$ cat config.mk
export PLATFORM = sky130hd
export DESIGN_NAME = udb_counter
export DESIGN_NICKNAME = d
export VERILOG_FILES = /design/src/rtl/udb_counter.sv
export SDC_FILE = /design/constraint.sdc
export NUM_CORES = 1
export LEC_CHECK = 0
export ABC_AREA = 1
export CORE_ASPECT_RATIO = 0.6
export CORE_MARGIN = 2
export CORE_UTILIZATION = 44
export DETAILED_ROUTE_END_ITERATION = 8
export GPL_ROUTABILITY_DRIVEN = 0
export PLACE_DENSITY = 0.84
export SYNTH_ARGS = -nofsm -noshare
export SYNTH_HDL_FRONTEND = slang
export SYNTH_SLANG_ARGS = --single-unit
$ cat constraint.sdc
create_clock -name udb_clk -period 1.7 [get_ports udb_clk]
set_input_delay 0.255 -clock udb_clk [delete_from_list [all_inputs] [get_ports udb_clk]]
set_output_delay 0.255 -clock udb_clk [all_outputs]
set_load 0.005 [all_outputs]
$ cat src/rtl/udb_counter.sv
// Parametrised multi-digit BCD up/down counter with configurable top-digit modulus,
// clear/load with BCD validation, wrap or saturate at terminal value, cascade output.
module udb_counter #(
    parameter int DIGITS   = 4,
    parameter int MAX_TOP  = 9,
    parameter int SATURATE = 0
) (
    input  logic                  udb_clk,
    input  logic                  udb_rst_n,
    input  logic                  udb_en,
    input  logic                  udb_up,
    input  logic                  udb_clr,
    input  logic                  udb_load,
    input  logic [4*DIGITS-1:0]   udb_load_val,
    output logic [4*DIGITS-1:0]   udb_out,
    output logic                  udb_tc,
    output logic                  udb_wrap,
    output logic                  udb_load_err
);

    localparam int unsigned TOP_IDX = DIGITS - 1;
    localparam logic [3:0]  TOP_LIM = 4'(MAX_TOP);

    function automatic logic [3:0] digit_lim(input int unsigned idx);
        return (idx == TOP_IDX) ? TOP_LIM : 4'd9;
    endfunction

    logic [4*DIGITS-1:0] cnt_next;
    logic [4*DIGITS-1:0] load_fix;
    logic                load_bad;
    logic                ripple;
    logic                at_term;
    logic [3:0]          dig;
    logic [3:0]          lim;

    // A ripple flag walks up the digits: a digit steps only while every lower digit sat
    // at its rollover value. Surviving past the top digit means the counter is at terminal.
    always_comb begin
        cnt_next = udb_out;
        ripple   = 1'b1;
        dig      = '0;
        lim      = '0;
        for (int unsigned i = 0; i < DIGITS; i++) begin
            dig = udb_out[4*i +: 4];
            lim = digit_lim(i);
            if (ripple) begin
                if (udb_up)
                    cnt_next[4*i +: 4] = (dig == lim) ? 4'd0 : dig + 4'd1;
                else
                    cnt_next[4*i +: 4] = (dig == 4'd0) ? lim : dig - 4'd1;
            end
            ripple = ripple & (udb_up ? (dig == lim) : (dig == 4'd0));
        end
        at_term = ripple;
    end

    always_comb begin
        load_fix = '0;
        load_bad = 1'b0;
        for (int unsigned i = 0; i < DIGITS; i++) begin
            if (udb_load_val[4*i +: 4] > digit_lim(i))
                load_bad = 1'b1;
            else
                load_fix[4*i +: 4] = udb_load_val[4*i +: 4];
        end
    end

    assign udb_tc = udb_en & at_term;

    always_ff @(posedge udb_clk or negedge udb_rst_n) begin
        if (!udb_rst_n) begin
            udb_out      <= '0;
            udb_wrap     <= 1'b0;
            udb_load_err <= 1'b0;
        end else begin
            udb_wrap     <= 1'b0;
            udb_load_err <= 1'b0;
            if (udb_clr) begin
                udb_out <= '0;
            end else if (udb_load) begin
                udb_out      <= load_fix;
                udb_load_err <= load_bad;
            end else if (udb_en) begin
                if (!(at_term && (SATURATE != 0))) begin
                    udb_out  <= cnt_next;
                    udb_wrap <= at_term;
                end
            end
        end
    end

endmodule

# Word level (Yosys, flattened, before mapping)
# Cells that the tools add are included.
[totals] reg_bits=18 inputBits=22 output_inout_bits=19 word_cells=72
[op_classes] addsub=8 magnitude_cmp=4 n_eq_ne=4 n_mux=35 bitwise=4 n_reduce_logical=11
[ops] operator="$mux W4" n=19
[ops] operator="$mux W16" n=3
[ops] operator="$add A4 B1 Y4 const B" n=4
[ops] operator="$eq A4 B4 Y1 const B" n=4
[ops] operator="$gt A4 B4 Y1 const B" n=4
[ops] operator="$logic_not A4 Y1" n=4
[ops] operator="$sub A4 B1 Y4 const B" n=4
[ops] operator="$mux W1" n=13
[ops] operator="$reduce_bool A3 Y1" n=4
[ops] operator="$reduce_and A2 Y1" n=3
[ops] operator="$and A1 B1 Y1" n=4

# Logic depth before layout (Yosys ltp)
# Gate-level depths: netlist of the first run.
[logic_depth] depth_word=8 mapped_depth=10 mapped_depth_nobuf=10

# Worst setup path before layout of the first run
# Ideal clock, no wire load.
[synth_timing] kind="register to output" from="register udb_out[0]" to="output udb_tc" t_arrival_ps=1341 required_time_ps=1445 setup_slack_ps=104 stages_incl_launch_ff=9 n_path_buf=0 path_cell_list="dfrtp_1 inv_1 ha_1 nand3_1 nand2_2 nand3_4 nor2_4 nand2_4 nor2_1"
[synth_via] elab_chain_cells=6 elab_cells_between_ends=7 classes_between="eq/ne (1); mux (1); bitwise (4); reduce/logical (1)"
[synth_rtl] item="start, declared" line="15" source="output logic [4*DIGITS-1:0] udb_out,"
[synth_rtl] item="start signal, assigned" line="81" source="udb_out <= load_fix;"
[synth_rtl] item="start signal, assigned" line="85" source="udb_out <= cnt_next;"
[synth_rtl] item="$eq A4 B4 Y1 / $logic_not A4 Y1 (equally long branches)" line="52" source="ripple = ripple & (udb_up ? (dig == lim) : (dig == 4'd0));"
[synth_rtl] item="$mux W1 (*)" line="52"
[synth_rtl] item="$and A1 B1 Y1 (*) (3 in a row)" line="52"
[synth_rtl] item="$and A1 B1 Y1 (*)" line="68" source="assign udb_tc = udb_en & at_term;"
[synth_rtl] item="end, declared" line="16" source="output logic udb_tc,"
# Every way passes the cells marked *; elsewhere a longest branch is shown, timed or not.

# Worst setup path in the final report of the first run
[layout_timing] from="register udb_out[1]" to="output udb_tc"
# The elaborated chain is that of the path after synthesis.

==> results by group, run 1 <==
Pwr
  – Reported leakage power: 0.001349 uW
  – Part of the total power dissipated in the clock network: 22.3%
  – Sw Ratio: 36.28%
  – Pwr/cell area: 645.7 nW/um^2
  – Final Total Pwr: 1723 uW
  – Internal power consumption: 1098 uW
  – Combinational fraction of design power: 48.1%
  – Worst-case vdd ir drop: 381.3 uV
  – Switching pwr: 624.9 uW
  – Share of power burned in registers: 29.6%

Clock tree
  – CTS HTree Levels: 1
  – Buffers from clock root to sink, at most: 2
  – CTS Buf Count: 3
  – CTS Hold Bufs: 0
  – Library cell used as clock root buffer: sky130_fd_sc_hd__clkbuf_8
  – Clk_lat worst skew: 270 ps
  – Clk sinks: 18
  – TritonCTS clock tree: done
  – Clock transition time at the flip-flop clock pins of the worst setup and hold paths: 80 ps

Logic synthesis
  – Post-synthesis cell type count: 34
  – Primary flip-flop cell chosen by synthesis mapping: sky130_fd_sc_hd__dfrtp_1
  – Avg Cell Area, Syn: 6.706 sq um
  – Cell area after technology mapping: 1697 sq um
  – Nets in the synthesized netlist: 281
  – Cells after synthesis: 253
  – Number of warnings issued by yosys: 0
  – Cell type contributing the most total cell area after synthesis: sky130_fd_sc_hd__dfrtp_1
  – Fraction of the yosys area taken by sequential cells: 26.55%
  – Top area cells in the synthesized netlist: sky130_fd_sc_hd__dfrtp_1 (27%), sky130_fd_sc_hd__nand2_1 (16%), sky130_fd_sc_hd__nand3_1 (11%)
  – Top-area cell type share of the netlist area: 26.55%
  – Number of enable-type register cells in the synthesized netlist: 0
  – Number of storage elements in the synthesis netlist: 18
  – Async set or reset register ratio after synthesis: 100.0%

Place
  – Detailed-placement wirelength estimate: 3989 microns
  – # port buffers: 40
  – Minimum setup slack after placement: -372.0 ps
  – Cell count after placement: 386

Critical path
  – CP Capture Type: primary output
  – Startpoint Class: register
  – CP Launch Point: udb_out[1]
  – Setup crit end: udb_tc
  – Path depth of the worst reg2reg path: 9
  – Critical R2R Capture: udb_out[9]
  – Top fanout value on the critical path: 3
  – WP data arrival: 1570 ps
  – Critical Setup Path Class: reg2out
  – Setup slack on the worst flop-to-flop path: 100 ps
  – FF-to-FF Start: udb_out[1]
  – Critical path data required time: 1440 ps

Floorplanning
  – Number of placed I/O pins: 41
  – Vert. Die Dim: 52.10 microns
  – Floorplan die width: 84.17 microns
  – Number of placement rows: 17
  – Overall die area: 4385 sq um
  – Floorplan Core Area: 3680 sq um
  – Initial Util: 46.11%

Global routing
  – Number of global-route vias before repair: 1954
  – Largest net degree at the start of global routing: 19
  – Remaining Overflow, GRT: 0
  – Initial antenna violation count: 0
  – Global-route usage over all layers: 25.66%
  – First-pass GRT wire length: 8811 microns

Final layout
  – Ratio of cells with drive above 1 in the final layout: 27.79%
  – Area added between synthesis and finish: 57.23%
  – Number of nets in the final layout: 378
  – Register Area: 450.4 sq um
  – Most common cell after layout, fill and taps aside: sky130_fd_sc_hd__nand2_1
  – Filler Cells Inserted: 294
  – Ant. Diodes: 0
  – Post-layout instance count excluding filler cells: 396
  – Commonest cells after routing, fill and taps aside: sky130_fd_sc_hd__nand2_1 (71), sky130_fd_sc_hd__buf_4 (55), sky130_fd_sc_hd__clkdlybuf4s50_1 (38)
  – Combined area of the multi-input logic cells: 1134 sq um

Timing
  – Worst relative slew slack: 74.91%
  – Pin slew with the least headroom to its limit: 372.4 ps
  – Unrepaired setup endpoints after global routing: yes
  – Final Skew: 6.305 ps
  – Post-layout worst setup margin: -120.5 ps
  – Worst slack on hold paths: 319.0 ps
  – Maximum clock rate: 0.5493 GHz
  – Setup-violating endpoint count in the final report: 1
  – Final number of max-transition violations: 0
  – Min cycle time layout: 1821 ps
  – Count of endpoints failing hold in the final timing report: 0
  – Post-route clock period utilization: 107.1%

Detailed routing
  – Ratio of routed vias to standard cells: 5.240
  – Routed WL per cell: 13.43 microns
  – Routed vias: 2075
  – Starting DRT DRC Count: 146
  – First-pass iteration count of the detailed router: 5
  – DRC: 0
  – Wirelength, routed: 5318 microns
  – Antenna violation net count after detailed routing: 0

Run status
  – Result of the run: complete, but fails checks
  – Failing checks: setup timing

Hold path
  – Hold Crit Class: in2async

Run
  – Max-Cap Viols: 0
-- what timing repair did --
item	4_1_cts	5_1_grt
endpoints found under the setup margin	3	5
buffers inserted	4	2
pin swaps	7	5
resized for setup	13	5
gates cloned	0	0
-- cell type report --
cell class | instances | area share [%]
Clock buffer | 4 | 2.064
Inverter | 33 | 4.784
Multi-Input combinational cell | 197 | 42.50
Sequential cell | 18 | 16.89
Tap cell | 47 | 2.205
Timing Repair Buffer | 97 | 31.57
-- layer usage --
layer / global-route usage (%) / vias up / wire length [microns]
li1: - / 1033 / -
met1: 33.46 / 950 / 2504
met2: 42.99 / 83 / 2397
met3: 5.556 / 9 / 334
met4: 8.333 / 0 / 82
met5: 0 / - / 0
-- synth_stat cells (2+ instances only) --
master	n
sky130_fd_sc_hd__nand4_1	7
sky130_fd_sc_hd__nand3_2	4
sky130_fd_sc_hd__nand3_1	38
sky130_fd_sc_hd__nand2_4	4
sky130_fd_sc_hd__nor2_1	11
sky130_fd_sc_hd__buf_6	2
sky130_fd_sc_hd__ha_1	6
sky130_fd_sc_hd__o211ai_1	3
sky130_fd_sc_hd__o21ai_0	16
sky130_fd_sc_hd__inv_2	3
sky130_fd_sc_hd__dfrtp_1	18
sky130_fd_sc_hd__o22ai_1	3
sky130_fd_sc_hd__nand2_2	5
sky130_fd_sc_hd__nand2_1	71
sky130_fd_sc_hd__a21oi_1	8
sky130_fd_sc_hd__xor2_1	3
sky130_fd_sc_hd__clkbuf_1	2
sky130_fd_sc_hd__nor2_4	4
sky130_fd_sc_hd__nor2_2	2
sky130_fd_sc_hd__nor3_1	2
sky130_fd_sc_hd__inv_1	28
-- logic make-up (layout without fill, tap and decap cells) --
logic type               count (synthesis)  after routing  synth area share, %
AND/OR/NAND/NOR                        150            150                44.25
buffers and inverters                   38            134                9.587
AO/OA/AOI/OAI                           37             37                13.13
flip-flops                              18             18                26.55
adder cells (fa/ha/maj)                  6              6                4.425
XOR/XNOR                                 4              4                2.065
-- registers in the layout, indices dropped and copies added, names as in the netlist --
register      flops
udb_out          16
udb_load_err      1
udb_wrap          1
-- power groups by stage --
stage               registers [uW]  logic, uW  clock network (uW)
global placement               513        744                   0
finish                         509        829                 384
global route                   516        910                 405
floorplan                      539        343                   0
CTS                            508        803                 386
detailed placement             515        762                   0
-- worst min-delay path by stage --
| stage | start | endpoint | slack, ps | cells after the start |
|---|---|---|---|---|
| floorplan | udb_rst_n | udb_load_err | -40 | 0 |
| global placement | udb_out[14] | udb_out[14] | 550 | 2 |
| detailed placement | udb_out[14] | udb_out[14] | 560 | 2 |
| CTS | udb_rst_n | udb_out[6] | 320 | 2 |
| global route | udb_rst_n | udb_out[6] | 340 | 2 |
| finish | udb_rst_n | udb_load_err | 320 | 2 |
-- per-stage QoR --
step	TNS [ps]	utilization (%)	area (sq um)
finish	-120.5	72.49	2668
global route	-185.1	72.49	2668
CTS	-111.6	71.54	2633
detailed placement	-449.1	68.38	2516
global placement	-367.9	68.38	2516
floorplan	0	-	1697
-- critical path, stage by stage, from the launching register on --
cell and delay, ps:
sky130_fd_sc_hd__dfrtp_1 400, sky130_fd_sc_hd__inv_2 110, sky130_fd_sc_hd__ha_4 140, sky130_fd_sc_hd__nand3_2 90
sky130_fd_sc_hd__nand2_2 110, sky130_fd_sc_hd__nand3_4 90, sky130_fd_sc_hd__nor2_4 120, sky130_fd_sc_hd__nand2_4 60
sky130_fd_sc_hd__nor2_2 70, sky130_fd_sc_hd__buf_2 110
(Power assumes the default switching activity.)
==> run 2: changes to the inputs <==
--- a/config.mk
+++ b/config.mk
@@ -15,3 +15,4 @@
 export SYNTH_ARGS = -nofsm -noshare
 export SYNTH_HDL_FRONTEND = slang
 export SYNTH_SLANG_ARGS = --single-unit
+export TNS_END_PERCENT = 100
==> results of run 2 <==
Final layout, timing and power as in run 1 (identical DEF).
